<file path="config.mk">
export PLATFORM = sky130hd
export DESIGN_NAME = uart_pwm_ctrl_flat
export DESIGN_NICKNAME = d
export VERILOG_FILES = /design/src/rtl/uart_pwm_pkg.sv /design/src/rtl/uart_pwm_ctrl_if.sv /design/src/rtl/uart_pwm_ctrl_byte_rx.sv /design/src/rtl/uart_pwm_ctrl.sv /design/src/flat_wrapper.sv
export SDC_FILE = /design/constraint.sdc
export NUM_CORES = 1
export LEC_CHECK = 0
export CORE_AREA = 3 3 222 224
export CTS_CLUSTER_DIAMETER = 50
export CTS_CLUSTER_SIZE = 20
export DETAILED_ROUTE_END_ITERATION = 16
export DIE_AREA = 0 0 225 227
export PLACE_DENSITY_LB_ADDON = 0.1
export SETUP_SLACK_MARGIN = 0.5
export SYNTH_ARGS = -nofsm -noshare
export SYNTH_HDL_FRONTEND = slang
export SYNTH_SLANG_ARGS = --single-unit
</file>
<file path="constraint.sdc">
create_clock -name clk -period 3 [get_ports clk]
set_input_delay 0.6 -clock clk [delete_from_list [all_inputs] [get_ports clk]]
set_output_delay 0.6 -clock clk [all_outputs]
set_load 0.03 [all_outputs]
</file>
<file path="src/rtl/uart_pwm_pkg.sv">
// Shared constants and state encodings for the UART-driven PWM controller.
// Imported by the interface, the byte receiver and the top level.
package uart_pwm_pkg;

    localparam logic [7:0] SYNC_BYTE = 8'hA5;
    localparam logic [7:0] ADDR_TOP  = 8'h80;
    localparam int         ERR_CNT_W = 8;

    typedef enum logic [2:0] {
        HUNT,
        ADDR,
        DHI,
        DLO,
        CHK
    } frame_state_t;

    typedef enum logic [1:0] {
        RX_IDLE,
        RX_START,
        RX_DATA,
        RX_STOP
    } rx_state_t;

    function automatic logic [7:0] frame_checksum(input logic [7:0] a,
                                                  input logic [7:0] h,
                                                  input logic [7:0] l);
        return a ^ h ^ l;
    endfunction

endpackage

</file>
<file path="src/rtl/uart_pwm_ctrl_if.sv">
// Board-facing signal bundle of uart_pwm_ctrl: UART line in, PWM and status out.
// The slave modport is the controller, the master modport is whatever drives the line.
interface uart_pwm_ctrl_if
    import uart_pwm_pkg::*;
#(
    parameter int NUM_CH = 9
);

    logic                 uart_rx;
    logic [NUM_CH-1:0]    pwm_out;
    logic                 frame_ok;
    logic                 frame_err;
    logic [ERR_CNT_W-1:0] err_count;
    logic [7:0]           last_addr;
    logic [15:0]          last_data;

    modport slave (
        input  uart_rx,
        output pwm_out,
        output frame_ok,
        output frame_err,
        output err_count,
        output last_addr,
        output last_data
    );

    modport master (
        output uart_rx,
        input  pwm_out,
        input  frame_ok,
        input  frame_err,
        input  err_count,
        input  last_addr,
        input  last_data
    );

endinterface

</file>
<file path="src/rtl/uart_pwm_ctrl_byte_rx.sv">
// 8N1 UART byte receiver: 2-FF synchronizer, half-bit start recheck, centre sampling.
// Emits a 1-clk byte_valid for good bytes and a 1-clk stop_err when the stop bit is low.
module uart_byte_rx
    import uart_pwm_pkg::*;
#(
    parameter int CLKS_PER_BIT = 434
) (
    input  logic       clk,
    input  logic       rst_n,
    input  logic       rx,
    output logic       byte_valid,
    output logic [7:0] byte_data,
    output logic       stop_err
);

    localparam int               CNT_W = $clog2(CLKS_PER_BIT + 1);
    localparam logic [CNT_W-1:0] FULL  = CNT_W'(CLKS_PER_BIT - 1);
    localparam logic [CNT_W-1:0] HALF  = CNT_W'(CLKS_PER_BIT / 2 - 1);

    logic             rx_meta, rx_sync, rx_prev;
    rx_state_t        state, state_d;
    logic [CNT_W-1:0] clk_cnt, clk_cnt_d;
    logic [2:0]       bit_idx, bit_idx_d;
    logic [7:0]       shift, shift_d;
    logic             byte_valid_d, stop_err_d;

    always_ff @(posedge clk or negedge rst_n) begin
        if (!rst_n) begin
            rx_meta    <= 1'b1;
            rx_sync    <= 1'b1;
            rx_prev    <= 1'b1;
            state      <= RX_IDLE;
            clk_cnt    <= '0;
            bit_idx    <= '0;
            shift      <= '0;
            byte_valid <= 1'b0;
            stop_err   <= 1'b0;
        end else begin
            rx_meta    <= rx;
            rx_sync    <= rx_meta;
            rx_prev    <= rx_sync;
            state      <= state_d;
            clk_cnt    <= clk_cnt_d;
            bit_idx    <= bit_idx_d;
            shift      <= shift_d;
            byte_valid <= byte_valid_d;
            stop_err   <= stop_err_d;
        end
    end

    always_comb begin
        state_d      = state;
        clk_cnt_d    = clk_cnt;
        bit_idx_d    = bit_idx;
        shift_d      = shift;
        byte_valid_d = 1'b0;
        stop_err_d   = 1'b0;
        unique case (state)
            RX_IDLE: begin
                clk_cnt_d = '0;
                if (rx_prev && !rx_sync) state_d = RX_START;
            end
            RX_START: begin
                // A glitch shorter than half a bit falls back to idle here.
                if (clk_cnt == HALF) begin
                    clk_cnt_d = '0;
                    bit_idx_d = '0;
                    state_d   = rx_sync ? RX_IDLE : RX_DATA;
                end else begin
                    clk_cnt_d = clk_cnt + 1'b1;
                end
            end
            RX_DATA: begin
                if (clk_cnt == FULL) begin
                    clk_cnt_d = '0;
                    shift_d   = {rx_sync, shift[7:1]};
                    if (bit_idx == 3'd7) state_d = RX_STOP;
                    else                 bit_idx_d = bit_idx + 1'b1;
                end else begin
                    clk_cnt_d = clk_cnt + 1'b1;
                end
            end
            RX_STOP: begin
                if (clk_cnt == FULL) begin
                    clk_cnt_d    = '0;
                    state_d      = RX_IDLE;
                    byte_valid_d = rx_sync;
                    stop_err_d   = !rx_sync;
                end else begin
                    clk_cnt_d = clk_cnt + 1'b1;
                end
            end
            default: state_d = RX_IDLE;
        endcase
    end

    assign byte_data = shift;

endmodule

</file>
<file path="src/rtl/uart_pwm_ctrl.sv">
// Framed UART PWM controller: SYNC/ADDR/DATA_HI/DATA_LO/CHK packets load shadow
// registers that are copied into the active PWM bank at each period boundary.
module uart_pwm_ctrl
    import uart_pwm_pkg::*;
#(
    parameter int CLKS_PER_BIT = 434,
    parameter int NUM_CH       = 9,
    parameter int RES          = 16,
    parameter int TIMEOUT_CLKS = 8680
) (
    input  logic            clk,
    input  logic            rst_n,
    uart_pwm_ctrl_if.slave  bus
);

    localparam int TMR_W = $clog2(TIMEOUT_CLKS + 1);

    logic       byte_valid, stop_err;
    logic [7:0] byte_data;

    uart_byte_rx #(.CLKS_PER_BIT(CLKS_PER_BIT)) u_rx (
        .clk        (clk),
        .rst_n      (rst_n),
        .rx         (bus.uart_rx),
        .byte_valid (byte_valid),
        .byte_data  (byte_data),
        .stop_err   (stop_err)
    );

    frame_state_t         state, state_d;
    logic [7:0]           addr_q, dhi_q, dlo_q;
    logic [TMR_W-1:0]     timer;
    logic                 timeout_hit, addr_ok, accept, reject;
    logic                 frame_ok_q, frame_err_q;
    logic [ERR_CNT_W-1:0] err_cnt_q;
    logic [7:0]           last_addr_q;
    logic [15:0]          last_data_q, data_word;

    logic [RES-1:0]       shadow_duty [NUM_CH];
    logic [RES-1:0]       shadow_duty_d [NUM_CH];
    logic [RES-1:0]       active_duty [NUM_CH];
    logic [RES-1:0]       shadow_top, shadow_top_d, active_top, cnt;
    logic [NUM_CH-1:0]    pwm_q;

    assign data_word   = {dhi_q, dlo_q};
    assign addr_ok     = ({24'd0, addr_q} < 32'(NUM_CH)) || (addr_q == ADDR_TOP);
    // A byte landing on the expiry cycle counts as activity, not a timeout.
    assign timeout_hit = (state != HUNT) && !byte_valid &&
                         (timer == TMR_W'(TIMEOUT_CLKS - 1));

    always_ff @(posedge clk or negedge rst_n) begin
        if (!rst_n) state <= HUNT;
        else        state <= state_d;
    end

    always_comb begin
        state_d = state;
        accept  = 1'b0;
        reject  = 1'b0;
        if (byte_valid) begin
            unique case (state)
                HUNT:    if (byte_data == SYNC_BYTE) state_d = ADDR;
                ADDR:    state_d = DHI;
                DHI:     state_d = DLO;
                DLO:     state_d = CHK;
                CHK: begin
                    state_d = HUNT;
                    if (byte_data == frame_checksum(addr_q, dhi_q, dlo_q) && addr_ok)
                        accept = 1'b1;
                    else
                        reject = 1'b1;
                end
                default: state_d = HUNT;
            endcase
        end else if ((stop_err && state != HUNT) || timeout_hit) begin
            state_d = HUNT;
            reject  = 1'b1;
        end
    end

    always_comb begin
        shadow_duty_d = shadow_duty;
        shadow_top_d  = shadow_top;
        if (accept) begin
            if (addr_q == ADDR_TOP) shadow_top_d = data_word[RES-1:0];
            for (int i = 0; i < NUM_CH; i++)
                if (addr_q == 8'(i)) shadow_duty_d[i] = data_word[RES-1:0];
        end
    end

    always_ff @(posedge clk or negedge rst_n) begin
        if (!rst_n) begin
            addr_q      <= '0;
            dhi_q       <= '0;
            dlo_q       <= '0;
            timer       <= '0;
            frame_ok_q  <= 1'b0;
            frame_err_q <= 1'b0;
            err_cnt_q   <= '0;
            last_addr_q <= '0;
            last_data_q <= '0;
        end else begin
            if (byte_valid && state == ADDR) addr_q <= byte_data;
            if (byte_valid && state == DHI)  dhi_q  <= byte_data;
            if (byte_valid && state == DLO)  dlo_q  <= byte_data;
            if (state == HUNT || byte_valid) timer <= '0;
            else                             timer <= timer + 1'b1;
            frame_ok_q  <= accept;
            frame_err_q <= reject;
            if (reject && err_cnt_q != '1) err_cnt_q <= err_cnt_q + 1'b1;
            if (accept) begin
                last_addr_q <= addr_q;
                last_data_q <= data_word;
            end
        end
    end

    // Shadows feed the active bank through their next-state value so a write
    // coinciding with the wrap is not lost for a whole period.
    always_ff @(posedge clk or negedge rst_n) begin
        if (!rst_n) begin
            for (int i = 0; i < NUM_CH; i++) begin
                shadow_duty[i] <= '0;
                active_duty[i] <= '0;
            end
            shadow_top <= '1;
            active_top <= '1;
            cnt        <= '0;
            pwm_q      <= '0;
        end else begin
            shadow_duty <= shadow_duty_d;
            shadow_top  <= shadow_top_d;
            if (cnt == active_top) begin
                cnt         <= '0;
                active_duty <= shadow_duty_d;
                active_top  <= shadow_top_d;
            end else begin
                cnt <= cnt + 1'b1;
            end
            for (int i = 0; i < NUM_CH; i++)
                pwm_q[i] <= (cnt < active_duty[i]);
        end
    end

    assign bus.pwm_out   = pwm_q;
    assign bus.frame_ok  = frame_ok_q;
    assign bus.frame_err = frame_err_q;
    assign bus.err_count = err_cnt_q;
    assign bus.last_addr = last_addr_q;
    assign bus.last_data = last_data_q;

endmodule

</file>
<file path="src/flat_wrapper.sv">
// flat-port wrapper written by rule: the top's interface ports become plain ports
module uart_pwm_ctrl_flat import uart_pwm_pkg::*;
#(
    parameter int CLKS_PER_BIT = 434,
    parameter int NUM_CH       = 9,
    parameter int RES          = 16,
    parameter int TIMEOUT_CLKS = 8680
)
  (clk, rst_n, bus_uart_rx, bus_pwm_out, bus_frame_ok, bus_frame_err, bus_err_count, bus_last_addr, bus_last_data);
  uart_pwm_ctrl_if #(.NUM_CH(NUM_CH)) bus_i ();
  input  logic clk;
  input  logic rst_n;
  input wire logic [$bits(bus_i.uart_rx)-1:0] bus_uart_rx;
  output wire logic [$bits(bus_i.pwm_out)-1:0] bus_pwm_out;
  output wire logic [$bits(bus_i.frame_ok)-1:0] bus_frame_ok;
  output wire logic [$bits(bus_i.frame_err)-1:0] bus_frame_err;
  output wire logic [$bits(bus_i.err_count)-1:0] bus_err_count;
  output wire logic [$bits(bus_i.last_addr)-1:0] bus_last_addr;
  output wire logic [$bits(bus_i.last_data)-1:0] bus_last_data;
  assign bus_i.uart_rx = bus_uart_rx;
  assign bus_pwm_out = bus_i.pwm_out;
  assign bus_frame_ok = bus_i.frame_ok;
  assign bus_frame_err = bus_i.frame_err;
  assign bus_err_count = bus_i.err_count;
  assign bus_last_addr = bus_i.last_addr;
  assign bus_last_data = bus_i.last_data;
  uart_pwm_ctrl #(.CLKS_PER_BIT(CLKS_PER_BIT), .NUM_CH(NUM_CH), .RES(RES), .TIMEOUT_CLKS(TIMEOUT_CLKS)) u_core (.clk(clk), .rst_n(rst_n), .bus(bus_i));
endmodule
</file>
==> run_results.csv, run 1 <==
group,metric,value,unit
sta,setup_viol,0,
detailed_routing,wl_met1,22300,um
grt,antenna_found_initial,5,
sta,timing.final.crit_share,82.1,%
cells_and_area,fill_cells,4117,
clock_network,cts_tree,"built",
sta,worst_pin_slew,0.768,ns
grt,grt_max_degree,78,
clock_network,htreeDepth,2,
yosys,synthDistinctLibCells,50,
worst_setup_path,path_cells,"nor4b_4 > or3b_4 > nor2_2 > nand4_4 > buf_12 > mux2_4 > mux2_2",
worst_setup_path,cp.arrival,2.93,ns
cells_and_area,postLayoutCoreUtil,52.8,%
placement,placed_cells,2311,
clock_network,hold_buffers,0,
cells_and_area,multi_input_area,0.00935,mm^2
detailed_routing,drt-initial-drc-count,501,
worst_setup_path,slowest_delay,0.46,ns
grt,grt_overflow,0,
detailed_routing,drcViolationCount,0,
clock_network,clk_pin_slew,0.07,ns
sta,max_freq,406,MHz
detailed_routing,wl_per_cell,19.9,um
power_and_ir_drop,p_leak,12.4,nW
cells_and_area,final_cells,2418,
yosys,netlist_instances,1631,
sta,max_slew_margin,48.8,%
cells_and_area,final_cell_mix,"dfrtp_1, mux2_2, inv_1",
cells_and_area,regArea,0.0112,mm^2
placement,post-dp-hpwl,31600,um
placement,dpl_cell_area,0.0231,mm^2
die,start_util,44.9,%
worst_setup_path,cp_slowest_cell,"dfrtp_2",
yosys,synthArstFlopShare,100,%
worst_setup_path,path_class,"reg2reg",
die,die_y,227,um
yosys,synth_edf_count,0,
detailed_routing,dr_total_vias,12653,
die,die-area,0.0511,mm^2
sta,worst_slack,0.536,ns
sta,slew_violations,0,
sta,fin_skew,0.0239,ns
sta,rsz0062_at_grt,"yes",
detailed_routing,highest_layer,"met4",
detailed_routing,vias_per_cell,5.23,
detailed_routing,wl_met3,1340,um
worst_setup_path,path_max_fanout,15,
yosys,synth_seq_cells,447,
die,core_area,0.0475,mm^2
yosys,synth_area,0.0214,mm^2
clock_network,numCtsBuffers,47,
worst_setup_path,cp-end-kind,"flip-flop",
yosys,ys_seq_area_share,52.6,%
detailed_routing,drt-total-wl,48000,um
sta,tns,0,ns
cells_and_area,nNetsFinal,1908,
detailed_routing,drtAntennaViolNets,0,
die,die_x,225,um
power_and_ir_drop,ir_drop,0.000489,V
sta,period_needed,2.46,ns
detailed_routing,met2_length,23100,um
power_and_ir_drop,power,12.7,mW
clock_network,clockBufferDepth,3,
cells_and_area,mostFrequentLayoutCell,"dfrtp_1",
die,rows,80,
sta,hold_viol_final,0,
worst_hold_path,holdCritPathClass,"in2async",
grt,grt_first_pass_wirelength,76600,um
sta,fin_hold_ws,0.0314,ns
yosys,ys.warnings.count,0,
yosys,synth_nets,1777,
power_and_ir_drop,powerDensity,505,mW/mm^2
placement,io_buffers,45,
cells_and_area,post-route-cell-area,0.0251,mm^2
worst_setup_path,crit_required,3.47,ns
cells_and_area,area_growth,17.6,%
yosys,synth_area_per_cell,13.1,um^2
clock_network,cts-root-buf,"clkbuf_16",
status,status,"finished clean",
yosys,ys.flop_type,"dfrtp_1",
die,pin_count,46,
placement,gp_congestion,0.774,
grt,grt_usage,19.5,%
grt,grt_pass1_vias,13359,
cells_and_area,layout-drive-gt1-share,35.0,%
clock_network,clock-sinks,447,
placement,dp_slack,0.221,ns
clock_network,clk_latency,0.59,ns
worst_setup_path,start_kind,"flip-flop",
detailed_routing,first_pass_iters,4,
run,cap_violations,0,
worst paths after layout:
check,startpoint,end,slack [ns],cells after the start
max reg2reg,u_core.addr_q[3],u_core.active_duty[141],0.54,7
max in group asynchronous,rst_n,u_core.shadow_top[1],2.08,2
max,u_core.addr_q[3],u_core.active_duty[141],0.54,7
min,rst_n,u_core.bus.err_count[5],0.03,1
min in group clk,u_core.u_rx.rx_meta,u_core.u_rx.rx_sync,0.36,0
min reg2reg,u_core.u_rx.rx_meta,u_core.u_rx.rx_sync,0.36,0
critical path: cells and delay by family (launching register included):
kind / cells / cell delay (ns)
AND/OR/NAND/NOR: 4 / 1.14
multiplexers: 2 / 0.57
buffers and inverters: 1 / 0.18
flip-flops: 1 / 0.46
cell type report:
type                            instances  share of cell area [%]
Clock inverter                         29                    1.56
Timing Repair Buffer                  143                    5.92
Sequential cell                       447                    44.8
Inverter                              150                    2.24
Antenna cell                            2                  0.0199
Multi-Input combinational cell        973                    37.3
Tap cell                              615                    3.07
Clock buffer                           59                    5.14
routing by layer:
metal	up-vias	GRT usage, %
met2	130	33.3
met3	76	2.41
met1	6494	26.3
li1	5953	-
met4	0	5.80
met5	-	0
power by group:
group          switching (mW)  total (mW)  internal [mW]
Sequential             0.0367        6.09           6.06
Combinational           0.197       0.287         0.0903
Clock                    2.58        6.30           3.72
Total                    2.81        12.7           9.87
flip-flops by register name, indices dropped and copies added, names as in the netlist, 9 cells and up, named ones only:
name	count
u_core.bus.pwm_out	9
u_core.shadow_duty	144
u_core.bus.last_data	16
u_core.timer	14
u_core.cnt	16
u_core.u_rx.clk_cnt	9
u_core.active_duty	144
u_core.active_top	16
u_core.shadow_top	16
kinds of logic (layout without fill, tap and decap cells):
group	count (synthesis)	count (layout)	synth area share (%)
xor+xnor	75	75	3.08
mux	375	375	20.7
fa+ha+maj	143	143	8.38
other cells	0	2	0
buf+inv	211	381	4.09
simple gates	241	241	6.84
flops	447	447	52.6
compound gates	139	139	4.32
timing repair:
| item | CTS | global route |
|---|---|---|
| endpoints found under the setup margin | 193 | 120 |
| buffers inserted | 8 | 9 |
| pin swaps | 6 | 2 |
| resized for setup | 8 | 20 |
synth_stat cells, types with 2 or more instances:
master / number / share of area, %
a21o_1: 50 / 1.8
xor2_1: 28 / 1.1
and4_1: 12 / 0.49
nand3_1: 31 / 0.73
buf_2: 2 / 0.047
or3_1: 5 / 0.15
mux2_2: 323 / 17
dfrtp_1: 412 / 48
nor4b_1: 2 / 0.082
a22o_1: 2 / 0.082
xnor2_1: 47 / 1.9
clkbuf_1: 47 / 0.83
o21ai_0: 17 / 0.40
nor2_1: 60 / 1.1
dfstp_2: 35 / 4.3
and3_1: 9 / 0.26
nand4_1: 18 / 0.53
o211ai_1: 10 / 0.35
and2_1: 6 / 0.18
inv_1: 150 / 2.6
nor2b_1: 7 / 0.21
buf_6: 10 / 0.53
nor3_1: 7 / 0.16
nor4_1: 17 / 0.50
nand4_2: 2 / 0.12
nand4_4: 8 / 0.80
nand3b_1: 2 / 0.070
a21oi_1: 35 / 0.82
nor4bb_1: 3 / 0.14
nand4b_1: 4 / 0.16
ha_1: 143 / 8.4
nand2_1: 29 / 0.51
nor3b_1: 2 / 0.070
nand2b_1: 12 / 0.35
a211oi_1: 10 / 0.35
mux2_4: 52 / 3.7
o21a_1: 9 / 0.32
(Power assumes the default switching activity.)
==> inputs of run 2 (changes only) <==
- clock period: 3 -> 2.2 ns (I/O delays scaled with it)
==> run 2 against run 1 <==
  * The flow now finishes with violations (negative setup slack)
  * Utilization rose by 3.0 points
  * Clock power rose by 37%
  * Final cell count rose by 2.8%
  * Combinational power rose by 36%
  * Hold slack improved by 0.25 ns
  * Fmax rose by 4.2%
  * Routed wire length rose by 2.6%
  * Clock skew rose by 0.0067 ns
  * Sequential share of layout area fell by 2.3 points
  * Cell area rose by 5.6%
  * Total power rose by 37%
==> run_results.csv, run 2 (same netlist as run 1, synthesis figures left out) <==
group,metric,value,unit
detailed_routing,wl_per_cell,19.8,um
sta,max_slew_margin,61.2,%
sta,timing.final.crit_share,108,%
sta,slew_violations,0,
clock_network,numCtsBuffers,46,
power_and_ir_drop,p_switching,3.88,mW
grt,grt_overflow,0,
sta,tns,-19.89,ns
clock_network,cts-root-buf,"clkbuf_16",
cells_and_area,area_growth,24.2,%
detailed_routing,met2_length,23500,um
grt,antenna_found_initial,2,
detailed_routing,first_pass_iters,4,
power_and_ir_drop,p_leak,13.1,nW
grt,grt_pass1_vias,13711,
cells_and_area,nNetsFinal,1975,
clock_network,htreeDepth,2,
run,cap_violations,0,
worst_setup_path,cp.arrival,2.83,ns
grt,grt_max_degree,103,
power_and_ir_drop,clockPowerShare,49.9,%
power_and_ir_drop,powerDensity,654,mW/mm^2
die,die-area,0.0511,mm^2
power_and_ir_drop,p_int,13.5,mW
grt,grt_usage,20.0,%
detailed_routing,dr_total_vias,12940,
die,rows,80,
clock_network,clock-sinks,447,
worst_setup_path,path_class,"reg2reg",
detailed_routing,wl_met1,23300,um
worst_setup_path,start_kind,"flip-flop",
placement,io_buffers,45,
cells_and_area,fill_cells,3924,
power_and_ir_drop,ir_drop,0.000606,V
detailed_routing,drcViolationCount,0,
power_and_ir_drop,combPwrFrac,2.3,%
die,die_y,227,um
cells_and_area,final_cells,2485,
die,die_x,225,um
placement,placed_cells,2355,
sta,period_needed,2.37,ns
grt,grt_first_pass_wirelength,79300,um
placement,dpl_cell_area,0.0239,mm^2
worst_setup_path,crit_required,2.67,ns
status,violations,"negative setup slack",
sta,rsz0062_at_grt,"yes",
power_and_ir_drop,switching_share,22.4,%
sta,fin_skew,0.0306,ns
clock_network,cts_tree,"built",
cells_and_area,layout-drive-gt1-share,41.0,%
cells_and_area,mostFrequentLayoutCell,"dfrtp_1",
detailed_routing,drt-total-wl,49300,um
detailed_routing,drt-initial-drc-count,460,
sta,worst_pin_slew,0.574,ns
die,start_util,44.9,%
die,pin_count,46,
detailed_routing,highest_layer,"met4",
die,core_area,0.0475,mm^2
placement,post-dp-hpwl,32500,um
sta,max_freq,423,MHz
cells_and_area,reg.largest.list,"u_core.active_duty (144), u_core.shadow_duty (144)",
clock_network,clockBufferDepth,3,
cells_and_area,post-route-cell-area,0.0265,mm^2
sta,worst_slack,-0.165,ns
detailed_routing,wl_met3,1460,um
power_and_ir_drop,seqPwrFrac,47.9,%
detailed_routing,vias_per_cell,5.21,
sta,hold_viol_final,0,
status,status,"finished, violations left",
worst_hold_path,holdCritPathClass,"in2reg",
cells_and_area,final_cell_mix,"dfrtp_1, mux2_2, inv_1",
sta,setup_viol,184,
placement,gp_congestion,0.783,
power_and_ir_drop,power,17.4,mW
worst_setup_path,cp-end-kind,"flip-flop",
detailed_routing,drtAntennaViolNets,0,
clock_network,clk_pin_slew,0.06,ns
worst_setup_path,path_max_fanout,16,
clock_network,clk_latency,0.59,ns
-- run 2: cell types whose count changed in the layout (fill, tap and decap cells not counted), moves of 11 or more --
cell and delta:
mux2_2 -53, mux2_4 +53, buf_4 +37, ha_1 -19, ha_4 +19, buf_6 +18, a21oi_1 -11, a21oi_2 +11
-- run 2: cell type report --
type,instances,area [um^2],area share (%)
Multi-Input combinational cell,973,10000,37.7
Clock inverter,30,419,1.58
Timing Repair Buffer,211,2220,8.38
Tap cell,615,769,2.90
Sequential cell,447,11300,42.4
Inverter,150,563,2.12
Antenna cell,3,7.51,0.0283
Clock buffer,56,1280,4.84
-- run 2: stage by stage --
step	setup slack [ns]	hold WS (ns)	util (%)
finish	-0.165	0.279	55.8
global route	-0.227	0.249	55.8
CTS	-0.148	0.242	54.6
detailed placement	-0.264	0.288	50.2
global placement	-0.258	0.286	50.2
floorplan	-0.158	0.144	-
-- run 2: worst max-delay path, stage by stage, from the launching register on --
cell	delay, ns
dfrtp_1	0.41
buf_6	0.15
xnor2_4	0.12
xnor2_2	0.17
nor3_4	0.29
clkbuf_16	0.23
nand4_4	0.11
buf_12	0.18
mux2_4	0.32
mux2_4	0.26
-- run 2: path summary, 6_finish.rpt --
check / start / end / slack, ns / depth (start not counted)
setup / recovery: u_core.addr_q[0] / u_core.active_duty[42] / -0.17 / 9
hold / removal: bus_uart_rx / u_core.u_rx.rx_meta / 0.28 / 1
setup reg to reg: u_core.addr_q[0] / u_core.active_duty[42] / -0.17 / 9
hold reg to reg: u_core.u_rx.rx_meta / u_core.u_rx.rx_sync / 0.36 / 0
max in group asynchronous: rst_n / u_core.cnt[2] / 1.10 / 3
min in group asynchronous: rst_n / u_core.bus.err_count[4] / 0.29 / 2
-- run 2: layer usage --
metal	up-vias	global-route usage, %
li1	6086	-
met1	6666	27.9
met2	125	33.1
met3	63	3.28
met4	0	4.86
met5	-	0
-- run 2: timing repair --
action / in CTS / in global routing
endpoints found under the setup margin: 452 / 455
pin swaps: 17 / 40
hold buffers: 1 / 0
gates resized for setup: 40 / 99
setup buffers: 19 / 19
gates cloned: 1 / 1
endpoints found under the hold margin: 36 / 0
-- run 2: power by group through the flow --
stage | combinational, mW | clock, mW | sequential, mW
finish | 0.391 | 8.65 | 8.31
global route | 0.459 | 9.23 | 8.32
CTS | 0.410 | 8.89 | 8.31
detailed placement | 0.406 | 0 | 8.46
global placement | 0.397 | 0 | 8.46
floorplan | 0.170 | 0 | 8.44
